`config.mk`:
```
export PLATFORM = sky130hd
export DESIGN_NAME = id_ex_stage_reg
export DESIGN_NICKNAME = d
export VERILOG_FILES = /design/src/rtl/id_ex_pkg.sv /design/src/rtl/sat_counter.sv /design/src/rtl/id_ex_stage_reg.sv
export SDC_FILE = /design/constraint.sdc
export NUM_CORES = 1
export LEC_CHECK = 0
export CORE_MARGIN = 10
export CORE_UTILIZATION = 43
export CTS_BUF_LIST = sky130_fd_sc_hd__clkbuf_8
export CTS_CLUSTER_DIAMETER = 100
export DETAILED_ROUTE_END_ITERATION = 6
export HOLD_SLACK_MARGIN = 0.08
export PLACE_DENSITY = 0.83
export SKIP_LAST_GASP = 1
export SYNTH_ARGS = -nofsm -noshare
export SYNTH_HDL_FRONTEND = slang
export SYNTH_SLANG_ARGS = --single-unit
```
`constraint.sdc`:
```
create_clock -name CLOCK -period 7.27 [get_ports CLOCK]
set_input_delay 1.454 -clock CLOCK [delete_from_list [all_inputs] [get_ports CLOCK]]
set_output_delay 1.454 -clock CLOCK [all_outputs]
set_load 0.03 [all_outputs]
```
`src/rtl/id_ex_pkg.sv`:
```
// Shared widths and NOP encodings for the ID/EX pipeline register.
package id_ex_pkg;

  localparam int unsigned DATA_W = 32;
  localparam int unsigned PC_W   = 32;
  localparam int unsigned IMM_W  = 16;
  localparam int unsigned RAW    = 5;
  localparam int unsigned ALUC_W = 5;
  localparam int unsigned ALUS_W = 5;
  localparam int unsigned SEL_W  = 2;

  // A bubble carries these control encodings into execute.
  localparam logic [ALUC_W-1:0] ALUC_NOP = '0;
  localparam logic [ALUS_W-1:0] ALUS_NOP = '0;
  localparam logic [SEL_W-1:0]  SEL_NOP  = '0;

endpackage

```
`src/rtl/sat_counter.sv`:
```
// Saturating up-counter with synchronous clear and asynchronous reset.
module sat_counter #(
  parameter int unsigned W = 16
) (
  input  logic         CLOCK,
  input  logic         RESET,
  input  logic         Clr,
  input  logic         Inc,
  output logic [W-1:0] Count
);

  // Clear beats a simultaneous increment; the count sticks at all-ones.
  always_ff @(posedge CLOCK or posedge RESET) begin
    if (RESET) begin
      Count <= '0;
    end else if (Clr) begin
      Count <= '0;
    end else if (Inc && (Count != '1)) begin
      Count <= Count + W'(1);
    end
  end

endmodule

```
`src/rtl/id_ex_stage_reg.sv`:
```
// ID/EX pipeline register with stall, flush, valid gating and stall/bubble counters.
module id_ex_stage_reg
  import id_ex_pkg::*;
#(
  parameter int unsigned DATA_W = id_ex_pkg::DATA_W,
  parameter int unsigned PC_W   = id_ex_pkg::PC_W,
  parameter int unsigned IMM_W  = id_ex_pkg::IMM_W,
  parameter int unsigned RAW    = id_ex_pkg::RAW,
  parameter int unsigned ALUC_W = id_ex_pkg::ALUC_W,
  parameter int unsigned ALUS_W = id_ex_pkg::ALUS_W,
  parameter int unsigned SEL_W  = id_ex_pkg::SEL_W,
  parameter int unsigned CNT_W  = 16
) (
  input  logic              CLOCK,
  input  logic              RESET,
  input  logic              Stall_In,
  input  logic              Flush_In,
  input  logic              Valid_In,
  input  logic              CntClr_In,
  input  logic              RegWriteEN_In,
  input  logic              MemWriteEN_In,
  input  logic              Beq_In,
  input  logic              Bne_In,
  input  logic [SEL_W-1:0]  Mem2RegSEL_In,
  input  logic [SEL_W-1:0]  RegDstSEL_In,
  input  logic [ALUC_W-1:0] ALUCtrl_In,
  input  logic [ALUS_W-1:0] ALUSrc_In,
  input  logic [DATA_W-1:0] RegData1_In,
  input  logic [DATA_W-1:0] RegData2_In,
  input  logic [RAW-1:0]    RTAddr_In,
  input  logic [RAW-1:0]    RDAddr_In,
  input  logic [RAW-1:0]    Shamt_In,
  input  logic [IMM_W-1:0]  Imm_In,
  input  logic [PC_W-1:0]   PCAddr_In,
  output logic              RegWriteEN_Out,
  output logic              MemWriteEN_Out,
  output logic              Beq_Out,
  output logic              Bne_Out,
  output logic [SEL_W-1:0]  Mem2RegSEL_Out,
  output logic [SEL_W-1:0]  RegDstSEL_Out,
  output logic [ALUC_W-1:0] ALUCtrl_Out,
  output logic [ALUS_W-1:0] ALUSrc_Out,
  output logic [DATA_W-1:0] RegData1_Out,
  output logic [DATA_W-1:0] RegData2_Out,
  output logic [RAW-1:0]    RTAddr_Out,
  output logic [RAW-1:0]    RDAddr_Out,
  output logic [RAW-1:0]    Shamt_Out,
  output logic [IMM_W-1:0]  Imm_Out,
  output logic [PC_W-1:0]   PCAddr_Out,
  output logic              Valid_Out,
  output logic [CNT_W-1:0]  StallCnt_Out,
  output logic [CNT_W-1:0]  BubbleCnt_Out
);

  logic stall_inc_c;
  logic bubble_inc_c;

  assign stall_inc_c  = Stall_In & ~Flush_In;
  assign bubble_inc_c = Flush_In | (~Stall_In & ~Valid_In);

  // Flush zeroes control only; data fields keep their last value.
  always_ff @(posedge CLOCK or posedge RESET) begin
    if (RESET) begin
      Valid_Out      <= 1'b0;
      RegWriteEN_Out <= 1'b0;
      MemWriteEN_Out <= 1'b0;
      Beq_Out        <= 1'b0;
      Bne_Out        <= 1'b0;
      Mem2RegSEL_Out <= '0;
      RegDstSEL_Out  <= '0;
      ALUCtrl_Out    <= '0;
      ALUSrc_Out     <= '0;
      RegData1_Out   <= '0;
      RegData2_Out   <= '0;
      RTAddr_Out     <= '0;
      RDAddr_Out     <= '0;
      Shamt_Out      <= '0;
      Imm_Out        <= '0;
      PCAddr_Out     <= '0;
    end else if (Flush_In) begin
      Valid_Out      <= 1'b0;
      RegWriteEN_Out <= 1'b0;
      MemWriteEN_Out <= 1'b0;
      Beq_Out        <= 1'b0;
      Bne_Out        <= 1'b0;
      Mem2RegSEL_Out <= SEL_W'(SEL_NOP);
      RegDstSEL_Out  <= SEL_W'(SEL_NOP);
      ALUCtrl_Out    <= ALUC_W'(ALUC_NOP);
      ALUSrc_Out     <= ALUS_W'(ALUS_NOP);
    end else if (!Stall_In) begin
      // Side-effect bits are gated by valid so an invalid slot cannot write or branch.
      Valid_Out      <= Valid_In;
      RegWriteEN_Out <= RegWriteEN_In & Valid_In;
      MemWriteEN_Out <= MemWriteEN_In & Valid_In;
      Beq_Out        <= Beq_In & Valid_In;
      Bne_Out        <= Bne_In & Valid_In;
      Mem2RegSEL_Out <= Mem2RegSEL_In;
      RegDstSEL_Out  <= RegDstSEL_In;
      ALUCtrl_Out    <= ALUCtrl_In;
      ALUSrc_Out     <= ALUSrc_In;
      RegData1_Out   <= RegData1_In;
      RegData2_Out   <= RegData2_In;
      RTAddr_Out     <= RTAddr_In;
      RDAddr_Out     <= RDAddr_In;
      Shamt_Out      <= Shamt_In;
      Imm_Out        <= Imm_In;
      PCAddr_Out     <= PCAddr_In;
    end
  end

  sat_counter #(.W(CNT_W)) u_stall_cnt (
    .CLOCK (CLOCK),
    .RESET (RESET),
    .Clr   (CntClr_In),
    .Inc   (stall_inc_c),
    .Count (StallCnt_Out)
  );

  sat_counter #(.W(CNT_W)) u_bubble_cnt (
    .CLOCK (CLOCK),
    .RESET (RESET),
    .Clr   (CntClr_In),
    .Inc   (bubble_inc_c),
    .Count (BubbleCnt_Out)
  );

endmodule

```
==> flow_summary.toml <==
[grt]
grt_max_degree = 127
antenna_found_initial = 0
grt_pass1_vias = 6278
grt_pass1_wl_um = 34900
grt_overflow = 0
grtUsageTotal = 0.201

[floorplan]
io_pins = 329
coreArea_mm2 = 0.0165
initial_core_util = 0.437
die_area_mm2 = 0.0223
dieHeight_um = 149
die_x_um = 149
rows = 47

[sta]
hold-worst-slack_ns = 0.510
rsz0062_at_grt = "no"
fin_crit_sh = 0.442
tns_ns = 0
fin_skew_ns = 0.00970
fin_crit_ns = 3.21
fmax_mhz = 311
slew_headroom = 0.168
setup_viol = 0
tightest_slew_ns = 1.23
hold_violations = 0
final.setup.worst_slack_ns = 4.06
drv_slew = 0

[clock_network]
cts.clk_slew.worst_paths_ns = 0.09
post_cts_buffers = 0
htree_levels = 4
clock_latency_ns = 0.45
cts_sinks = 178
cts.path.max_buffers = 2
cts_hold_buf = 0
post_cts_resized = 0
cts_root_buffer = "clkbuf_8"
cts_tree = "done"
cts-buffers-inserted = 17

[routing]
vias = 5561
wl_per_cell_um = 20.9
post-route-drc-count = 0
dr.pass1.iters = 4
drt_iter0_drc = 252
ant_nets = 0
via_per_inst = 5.16
wl_um = 22500

[synth]
synth-edff-count = 0
syn_area_mm2 = 0.00719
synth.distinct_cells = 37
ys_warn_count = 0
yosys_register_bits = 178
avgSynthCellArea_um2 = 13.9
yosysSeqAreaShare = 0.620
async_flop_share = 1.00
syn_inst = 517
synth-main-ff-cell = "dfrtp_1"
syn_nets = 670

[pwr]
peakVddDrop_uv = 137
leakage_uw = 0.00448
power.density_mw_per_mm2 = 231

[setup_path]
rrSetupSlack_ns = 4.78
cp_cell_sequence = "clkdlybuf4s50_1 > buf_4 > nand2b_4 > or3_1 > or4_1 > a21oi_1"
crit_path_end_kind = "register"
crit_buf_inv = 2
cp_top_family = "simple AND/OR/NAND/NOR gates"
crit_fanout = 24
required_ns = 7.64
cp-start-kind = "input pin"
critPathMaxStageDelay_ns = 0.52
path_class = "in -> reg"
worstPathArrival_ns = 3.58
slowest_stage = "or3_1"

[finish]
postLayoutCellArea_mm2 = 0.0111
final_nets = 998
utilization = 0.674
area_growth_pct = 54.3
n_antenna_cell = 0
drive_gt1_frac = 0.199
fillers = 1154

[placement]
dp_slack_ns = 3.60
place_area_mm2 = 0.0107
io_buffers = 328
place_congestion = 0.844
hpwl_um = 17300

[job]
drv_cap = 0

[min_path]
hp-class = "reg -> reg"

[status]
outcome = "complete, no violations"
[per-stage QoR]
| stage | total power [uW] | cells |
|---|---|---|
| global placement | 1910 | 1046 |
| CTS | 2590 | 1078 |
| floorplan | 1550 | 517 |
| detailed placement | 1930 | 1046 |
| finish | 2560 | 1078 |
| global route | 2680 | 1078 |
[flip-flops by register name, summed over array words and instances, names as in the netlist]
| signal | count |
|---|---|
| RegData2_Out | 32 |
| Imm_Out | 16 |
| RegWriteEN_Out | 1 |
| Shamt_Out | 5 |
| Bne_Out | 1 |
| RDAddr_Out | 5 |
| u_bubble_cnt.Count | 16 |
| MemWriteEN_Out | 1 |
| PCAddr_Out | 32 |
| RegDstSEL_Out | 2 |
| Beq_Out | 1 |
| u_stall_cnt.Count | 16 |
| ALUSrc_Out | 5 |
| ALUCtrl_Out | 5 |
| Mem2RegSEL_Out | 2 |
| RegData1_Out | 32 |
| Valid_Out | 1 |
| RTAddr_Out | 5 |
[routing by layer]
metal  track usage  routed length, um  vias up  part of all wire
met5             0                  0        -                 0
met4        0.0736                482        0             0.021
met3        0.0998               2470       33              0.11
met2         0.350              11600      258              0.51
met1         0.203               7980     2738              0.35
li1              -                  -     2532                 -
[cells by family after synthesis]
| group | Yosys count | synth area share |
|---|---|---|
| xor gates and xnor gates | 2 | 0.00244 |
| muxes | 146 | 0.226 |
| DFF | 178 | 0.620 |
| and+or+nand+nor | 105 | 0.0856 |
| buffers and inverters | 27 | 0.0155 |
| AOI/OAI and AO/OA | 57 | 0.0473 |
| adders and majority gates | 2 | 0.00348 |
[cells in the mapped netlist (2+ instances only)]
cell	count	share of area
a21oi_1	26	0.018
a22oi_1	4	0.0042
and4_1	4	0.0049
buf_2	8	0.0056
clkbuf_1	15	0.0078
dfrtp_1	178	0.62
ha_1	2	0.0035
inv_1	3	0.0016
mux2_1	3	0.0047
mux2_2	127	0.20
mux2i_1	16	0.022
nand2_1	9	0.0047
nand2b_1	3	0.0026
nand3_1	5	0.0035
nand4_1	14	0.012
nor2_1	29	0.015
nor2b_1	5	0.0044
nor4_1	2	0.0017
nor4_2	2	0.0035
o21ai_0	12	0.0084
o21ai_1	2	0.0014
o31ai_1	10	0.010
or3_1	15	0.013
or4_1	9	0.0094
xor2_1	2	0.0024
[cell usage in the layout, fill, tap and decap left out, types with 2 or more instances in the layout]
| cell | count |
|---|---|
| nor4_2 | 2 |
| o21ai_1 | 2 |
| mux2i_1 | 16 |
| or3_1 | 15 |
| xor2_1 | 2 |
| nand4_1 | 14 |
| mux2_2 | 127 |
| inv_1 | 4 |
| mux2_1 | 3 |
| or4_1 | 9 |
| and4_1 | 4 |
| clkinvlp_4 | 2 |
| nor4_1 | 2 |
| clkbuf_8 | 20 |
| o31ai_1 | 10 |
| clkinv_4 | 2 |
| a22oi_1 | 4 |
| buf_4 | 4 |
| nand2b_1 | 3 |
| clkinv_2 | 2 |
| o21ai_0 | 12 |
| dfrtp_1 | 178 |
| ha_1 | 2 |
| nor2_1 | 28 |
| nand2_1 | 9 |
| nor2b_1 | 5 |
| inv_6 | 4 |
| clkdlybuf4s50_1 | 328 |
| nand3_1 | 5 |
| a21oi_1 | 26 |
[report_power, final]
part / leakage (uW) / internal [uW] / switching [uW] / total, uW
sequential: 0.00219 / 1100 / 62.2 / 1160
combinational: 0.00209 / 353 / 389 / 742
clock: 0.000199 / 299 / 353 / 652
total: 0.00448 / 1750 / 804 / 2560
[worst paths after layout]
kind | cells after the start | startpoint | end
max in group asynchronous | 3 | RESET | ALUCtrl_Out[1]
min | 1 | PCAddr_Out[11] | PCAddr_Out[11]
max reg2reg | 5 | u_bubble_cnt.Count[0] | u_bubble_cnt.Count[7]
min reg2reg | 1 | PCAddr_Out[11] | PCAddr_Out[11]
max | 6 | Stall_In | u_stall_cnt.Count[9]
min in group asynchronous | 2 | RESET | Imm_Out[14]
[area by class of cell]
type	count	area, um2	share of cell area
multi-input combinational	312	2630	0.237
sequential	178	4450	0.402
inverter	3	16.3	0.00147
clock buffer	20	275	0.0248
timing repair buffer	333	3330	0.301
clock inverter	12	106	0.00959
tap	220	275	0.0248
Power figures use the tool's default switching activity.
